`config.mk`:
```
export PLATFORM = sky130hd
export DESIGN_NAME = ym_write_sched
export DESIGN_NICKNAME = d
export VERILOG_FILES = /design/src/rtl/ym_write_sched.sv
export SDC_FILE = /design/constraint.sdc
export NUM_CORES = 1
export LEC_CHECK = 0
export BUFFER_PORTS_ARGS = -buffer_cell sky130_fd_sc_hd__buf_4
export CAP_MARGIN = 20
export CORE_UTILIZATION = 35
export DETAILED_ROUTE_END_ITERATION = 12
export GPL_TIMING_DRIVEN = 1
export HOLD_SLACK_MARGIN = 0.05
export PLACE_DENSITY = 0.5
export SKIP_LAST_GASP = 1
export SLEW_MARGIN = 30
export SYNTH_ARGS = -nofsm -noshare
export SYNTH_HDL_FRONTEND = slang
export SYNTH_SLANG_ARGS = --single-unit
```
`constraint.sdc`:
```
create_clock -name mclk -period 2.8 [get_ports mclk]
set_input_delay 0 -clock mclk [delete_from_list [all_inputs] [get_ports mclk]]
set_output_delay 0 -clock mclk [all_outputs]
set_load 0.03 [all_outputs]
```
`src/rtl/ym_write_sched.sv`:
```
// Write scheduler between the host-bus synchronizer and the YM2151 core.
// Host writes are queued in a FIFO and replayed in order. Each write gets a
// strobe whose setup, hold and recovery are measured in whole ym_tick periods.
// Data writes wait for the core to drop busy; address writes never wait.
module ym_write_sched #(
  parameter int DEPTH      = 8,
  parameter int HOLD_TICKS = 2,
  parameter int GAP_TICKS  = 2
) (
  input  logic                       mclk,
  input  logic                       rst,
  input  logic                       in_valid,
  input  logic                       in_a0,
  input  logic [7:0]                 in_data,
  input  logic                       ym_tick,
  input  logic                       ym_busy,
  input  logic                       clr_ovf,
  output logic                       ym_wr_n,
  output logic                       ym_a0,
  output logic [7:0]                 ym_din,
  output logic [$clog2(DEPTH):0]     fifo_level,
  output logic                       overflow,
  output logic                       busy_out
);

  localparam int AW   = $clog2(DEPTH);
  localparam int MAXT = (HOLD_TICKS > GAP_TICKS) ? HOLD_TICKS : GAP_TICKS;
  localparam int CW   = $clog2(MAXT + 1);

  typedef enum logic [1:0] {
    IDLE    = 2'd0,
    SETUP   = 2'd1,
    STROBE  = 2'd2,
    RECOVER = 2'd3
  } state_t;

  state_t          state;
  state_t          state_nx;
  logic [8:0]      mem [DEPTH];
  logic [AW-1:0]   wr_ptr;
  logic [AW-1:0]   rd_ptr;
  logic [CW-1:0]   tick_cnt;
  logic [8:0]      head;
  logic            pop;
  logic            push;
  logic            drop;
  logic            cnt_clr;
  logic            cnt_inc;

  assign head = mem[rd_ptr];

  // A full FIFO still takes a write when the head leaves in the same cycle.
  assign push = in_valid && ((fifo_level < (AW + 1)'(DEPTH)) || pop);
  assign drop = in_valid && !push;

  // State register; reset parks the sequencer in IDLE.
  always_ff @(posedge mclk or posedge rst) begin
    if (rst) state <= IDLE;
    else     state <= state_nx;
  end

  // Next-state decode: issue from IDLE, then count ticks through each phase.
  always_comb begin
    state_nx = state;
    pop      = 1'b0;
    cnt_clr  = 1'b0;
    cnt_inc  = 1'b0;
    case (state)
      IDLE: begin
        if ((fifo_level != '0) && (!head[8] || !ym_busy)) begin
          pop      = 1'b1;
          cnt_clr  = 1'b1;
          state_nx = SETUP;
        end
      end
      SETUP: begin
        if (ym_tick) begin
          cnt_clr  = 1'b1;
          state_nx = STROBE;
        end
      end
      STROBE: begin
        if (ym_tick) begin
          if (tick_cnt == CW'(HOLD_TICKS - 1)) begin
            cnt_clr  = 1'b1;
            state_nx = RECOVER;
          end else begin
            cnt_inc = 1'b1;
          end
        end
      end
      RECOVER: begin
        if (ym_tick) begin
          if (tick_cnt == CW'(GAP_TICKS - 1)) begin
            cnt_clr  = 1'b1;
            state_nx = IDLE;
          end else begin
            cnt_inc = 1'b1;
          end
        end
      end
      default: begin
        cnt_clr  = 1'b1;
        state_nx = IDLE;
      end
    endcase
  end

  // Tick counter, restarted on each state entry so entry-cycle ticks never count.
  always_ff @(posedge mclk or posedge rst) begin
    if (rst)          tick_cnt <= '0;
    else if (cnt_clr) tick_cnt <= '0;
    else if (cnt_inc) tick_cnt <= tick_cnt + CW'(1);
  end

  // FIFO storage; contents need no reset because the pointers define validity.
  always_ff @(posedge mclk) begin
    if (push) mem[wr_ptr] <= {in_a0, in_data};
  end

  // FIFO pointers and occupancy.
  always_ff @(posedge mclk or posedge rst) begin
    if (rst) begin
      wr_ptr     <= '0;
      rd_ptr     <= '0;
      fifo_level <= '0;
    end else begin
      if (push) wr_ptr <= wr_ptr + AW'(1);
      if (pop)  rd_ptr <= rd_ptr + AW'(1);
      case ({push, pop})
        2'b10:   fifo_level <= fifo_level + (AW + 1)'(1);
        2'b01:   fifo_level <= fifo_level - (AW + 1)'(1);
        default: fifo_level <= fifo_level;
      endcase
    end
  end

  // Issued write is latched on pop and held through SETUP, STROBE and RECOVER.
  always_ff @(posedge mclk or posedge rst) begin
    if (rst) begin
      ym_a0  <= 1'b0;
      ym_din <= 8'h00;
    end else if (pop) begin
      ym_a0  <= head[8];
      ym_din <= head[7:0];
    end
  end

  // Strobe is registered from the next state so it is low exactly while in STROBE.
  always_ff @(posedge mclk or posedge rst) begin
    if (rst) ym_wr_n <= 1'b1;
    else     ym_wr_n <= (state_nx != STROBE);
  end

  // Sticky drop flag; a drop in the same cycle as a clear keeps it set.
  always_ff @(posedge mclk or posedge rst) begin
    if (rst)          overflow <= 1'b0;
    else if (drop)    overflow <= 1'b1;
    else if (clr_ovf) overflow <= 1'b0;
  end

  // Host busy: anything queued, in flight, or the core itself still busy.
  always_ff @(posedge mclk or posedge rst) begin
    if (rst) busy_out <= 1'b0;
    else     busy_out <= ym_busy | (fifo_level != '0) | (state != IDLE);
  end

endmodule
```
==> reports/metrics.yaml <==
setup_path:
  critPathCaptureType: "register"
  reg2reg_slack_ns: 0.23
  critPathLaunch: "rd_ptr[1]"
  cp-endpoint: "fifo_level[2]"
  rr_endpoint: "fifo_level[2]"
  r2r_start: "rd_ptr[1]"
  cp_cell_sequence: "mux2_2 > a2bb2oi_2 > and4_1 > nand2b_1 > ha_1 > xor2_1 > ha_1 > a21oi_1 > xor2_1 > nor2_1 > xor2_1"
  cp_max_fo: 5
  worst_ep_required_time_ns: 3.03
  worstPathArrival_ns: 2.80
  cp_num_buf_inv: 0
  reg2regPathDepth: 11
  start_kind: "register"
  crit_slowest_cell: "dfrtp_2"
  cp_common_cell: "xor2_1"
  cp.depth: 11
  path_class: "reg2reg"
  cp_top_family: "XOR/XNOR gates"
  max_stage_delay_ns: 0.42
sta:
  finClkSkew_ns: 0.01181
  rsz0062_at_grt: "no"
  min_period_ns: 2.573
  hold_viol: 0
  drv_slew: 0
  tns_ns: 0
  finalCritPeriodShare_pct: 91.89
  setup_viol: 0
  timing.fmax_mhz: 388.7
  hold_ws_ns: 0.09220
  max-slew-margin-rel_pct: 73.85
  worst_slew_pin_slew_ns: 0.3923
clocking:
  clock_path_buffers: 2
  cts_setup_buffers: 0
  cts_inserted_buffers: 9
  clkSinkCount: 98
  cts_root_buf: "clkbuf_16"
  cts.reportedPaths.clkPinSlew_ns: 0.07
  cts_tree: "built"
  cts_htree_levels: 3
  clkLatencyLatePin_ns: 0.35
synth:
  synthAdderAreaFrac_pct: 1.770
  synth_enable_flop_cells: 72
  synth_xor_area_share_pct: 1.445
  yosys.area_share.simple_pct: 6.962
  synth_compound_area_share_pct: 4.956
  synth_area_per_cell_um2: 17.03
  synthesis.area_um2: 4242
  synth_seq_cells: 98
  ys_types: 56
  synth_fp_nets: 270
  synth-seq-area-share_pct: 66.34
  synth_flop_cell: "edfxtp_1"
  ys.warnings.count: 0
  synth.area.mux_share_pct: 16.31
  synth_top_family_by_area: "multiplexers"
  postSynthCellCount: 249
  synth-async-reset-ratio_pct: 26.53
routing:
  drtIter0Drc: 138
  wl_per_cell_um: 18.10
  route.met3.wl_um: 204
  vias: 2371
  final_antenna_net_count: 0
  highest_layer: "met4"
  wl_met1_um: 4268
  drtPass1Iterations: 8
  via_per_inst: 5.088
  drcViolationCount: 3
  routed_wl_um: 8434
  met2_length_um: 3847
power:
  p_comb_share_pct: 37.0
  intPower_mw: 3.404
  switching_share_pct: 33.88
  powerDensity_nw_per_um2: 986.3
  p_seq_share_pct: 39.9
  p_sw_mw: 1.744
  vdd_drop_max_mv: 0.5110
  p_clk_share_pct: 23.1
  p_leak_nw: 1.966
floorplanning:
  fp.coreArea_um2: 11610
  fp.dieArea_um2: 12560
  rows: 39
  io_pins: 31
  die_w_um: 112.1
  die_h_um: 112.1
  start_util_pct: 36.52
outcome:
  status: "finished, violations left"
  violations: "design-rule violations"
min_path:
  hp-class: "in2reg"
cells_and_area:
  n_antenna_cell: 0
  nNetsFinal: 339
  drive_above_1_share_pct: 33.13
  syn2layout_area_growth_pct: 23.07
global_routing:
  grt_pass1_vias: 2361
  grt_max_degree: 27
  overflow: 0
  grt_usage_pct: 14.39
  antenna_found_initial: 0
  grt_pass1_wl_um: 13100
place:
  port_buffers: 30
  dp_hpwl_um: 5494
  gp_congestion: 0.7820
job:
  drv_cap: 0
==> power groups by stage <==
stage          logic (mW)  registers, mW  clock network (mW)
2_1_floorplan        1.17           2.22                   0
3_3_place_gp         1.89           2.08                   0
3_5_place_dp         1.89           2.08                   0
4_1_cts              1.92           2.05                1.23
5_1_grt              2.06           2.09                1.28
6_report             1.90           2.06                1.19
==> registers in the layout (all words and copies together), names as in the netlist <==
register and cells:
busy_out 1, wr_ptr 3, rd_ptr 3, ym_a0 1
ym_wr_n 1, overflow 1, state 2, mem 72
ym_din 8, tick_cnt 2, fifo_level 4
==> worst min path at each step <==
stage	startpoint	endpoint	slack, ns	cells past startpoint
floorplan	rst	busy_out	0.04	1
global placement	rst	ym_din[5]	0.11	3
detailed placement	rst	ym_din[5]	0.13	3
CTS	in_valid	wr_ptr[0]	0.08	4
global route	in_valid	wr_ptr[0]	0.11	4
finish	in_valid	wr_ptr[0]	0.09	4
==> worst reg2reg max path, stage by stage, from the launching register on <==
cell	delay, ns
dfrtp_2	0.42
mux2_2	0.36
a2bb2oi_2	0.19
and4_1	0.21
nand2b_1	0.17
ha_1	0.26
xor2_1	0.17
ha_1	0.18
a21oi_1	0.14
xor2_1	0.16
nor2_1	0.06
xor2_1	0.14
==> final cells by class <==
type	count	area, µm²
fillers	1026	6394
flip-flops and latches	98	2815
multi-input cells	135	1366
repair buffers	69	553.0
clock buffers	10	239.0
well taps	143	178.9
clock inverters	6	48.80
inverters	5	18.77
==> synth_stat cells (all sizes together), types with 2 or more instances <==
cell type | count | share of area [%]
ha | 6 | 1.8
mux2i | 5 | 1.2
nor2b | 2 | 0.29
inv | 5 | 0.44
nor4b | 3 | 0.62
and3b | 3 | 0.62
nor3 | 3 | 0.35
nand2 | 13 | 1.2
dfrtp | 25 | 15
buf | 6 | 1.3
mux4 | 16 | 9.5
nand4b | 2 | 0.41
or3 | 2 | 0.29
a21oi | 6 | 0.71
clkbuf | 5 | 0.44
mux2 | 20 | 5.7
nand3b | 2 | 0.35
nor2 | 12 | 1.1
edfxtp | 72 | 51
o21ai | 4 | 0.47
nand2b | 2 | 0.29
nand3 | 3 | 0.35
xor2 | 6 | 1.2
==> metal layers <==
metal | track usage [%] | vias up
met2 | 21.78 | 28
met5 | 0 | -
li1 | - | 1123
met1 | 19.75 | 1213
met4 | 6.400 | 0
met3 | 3.510 | 7
==> through the flow <==
step                      area [µm²]  util (%)  cells  power [mW]  worst slack, ns
after floorplan                 4248         -    249       3.392        -0.005834
after global placement          4783     41.19    436       3.963           0.2132
after detailed placement        4783     41.19    436       3.971           0.1916
after CTS                       5211     44.87    466       5.202           0.1803
after global routing            5220     44.95    466       5.429          0.05002
final                           5220     44.95    466       5.148           0.2272
==> kinds of logic (layout without fill, tap and decap cells) <==
kind of cell	count (synthesis)	in the layout
fa+ha+maj	6	6
flops	98	98
compound gates	27	27
simple gates	54	54
mux	41	41
xor+xnor	7	7
buf+inv	16	90
==> cells in the final DEF, fill, tap and decap left out, types with 2 or more instances in the layout <==
cell type / count
buf_4: 55
dfrtp_1: 24
clkbuf_16: 9
inv_1: 5
mux2_2: 15
nor2_1: 12
edfxtp_1: 72
clkinvlp_4: 2
nand2_1: 13
inv_6: 2
dlygate4sd3_1: 14
mux2_4: 4
xor2_1: 6
a21oi_1: 6
nor4b_2: 3
mux2i_1: 4
nand4b_1: 2
or3_1: 2
nand3b_1: 2
mux4_1: 11
nand2b_1: 2
ha_1: 6
mux4_2: 5
o21ai_0: 3
and3b_1: 3
nor2b_1: 2
nand3_1: 3
nor3_1: 3
==> repair_timing <==
action	CTS	global route
gates resized for setup	0	3
setup endpoints to repair	0	1
hold endpoints to repair	104	0
hold buffers	14	0
Power figures use the tool's default switching activity.
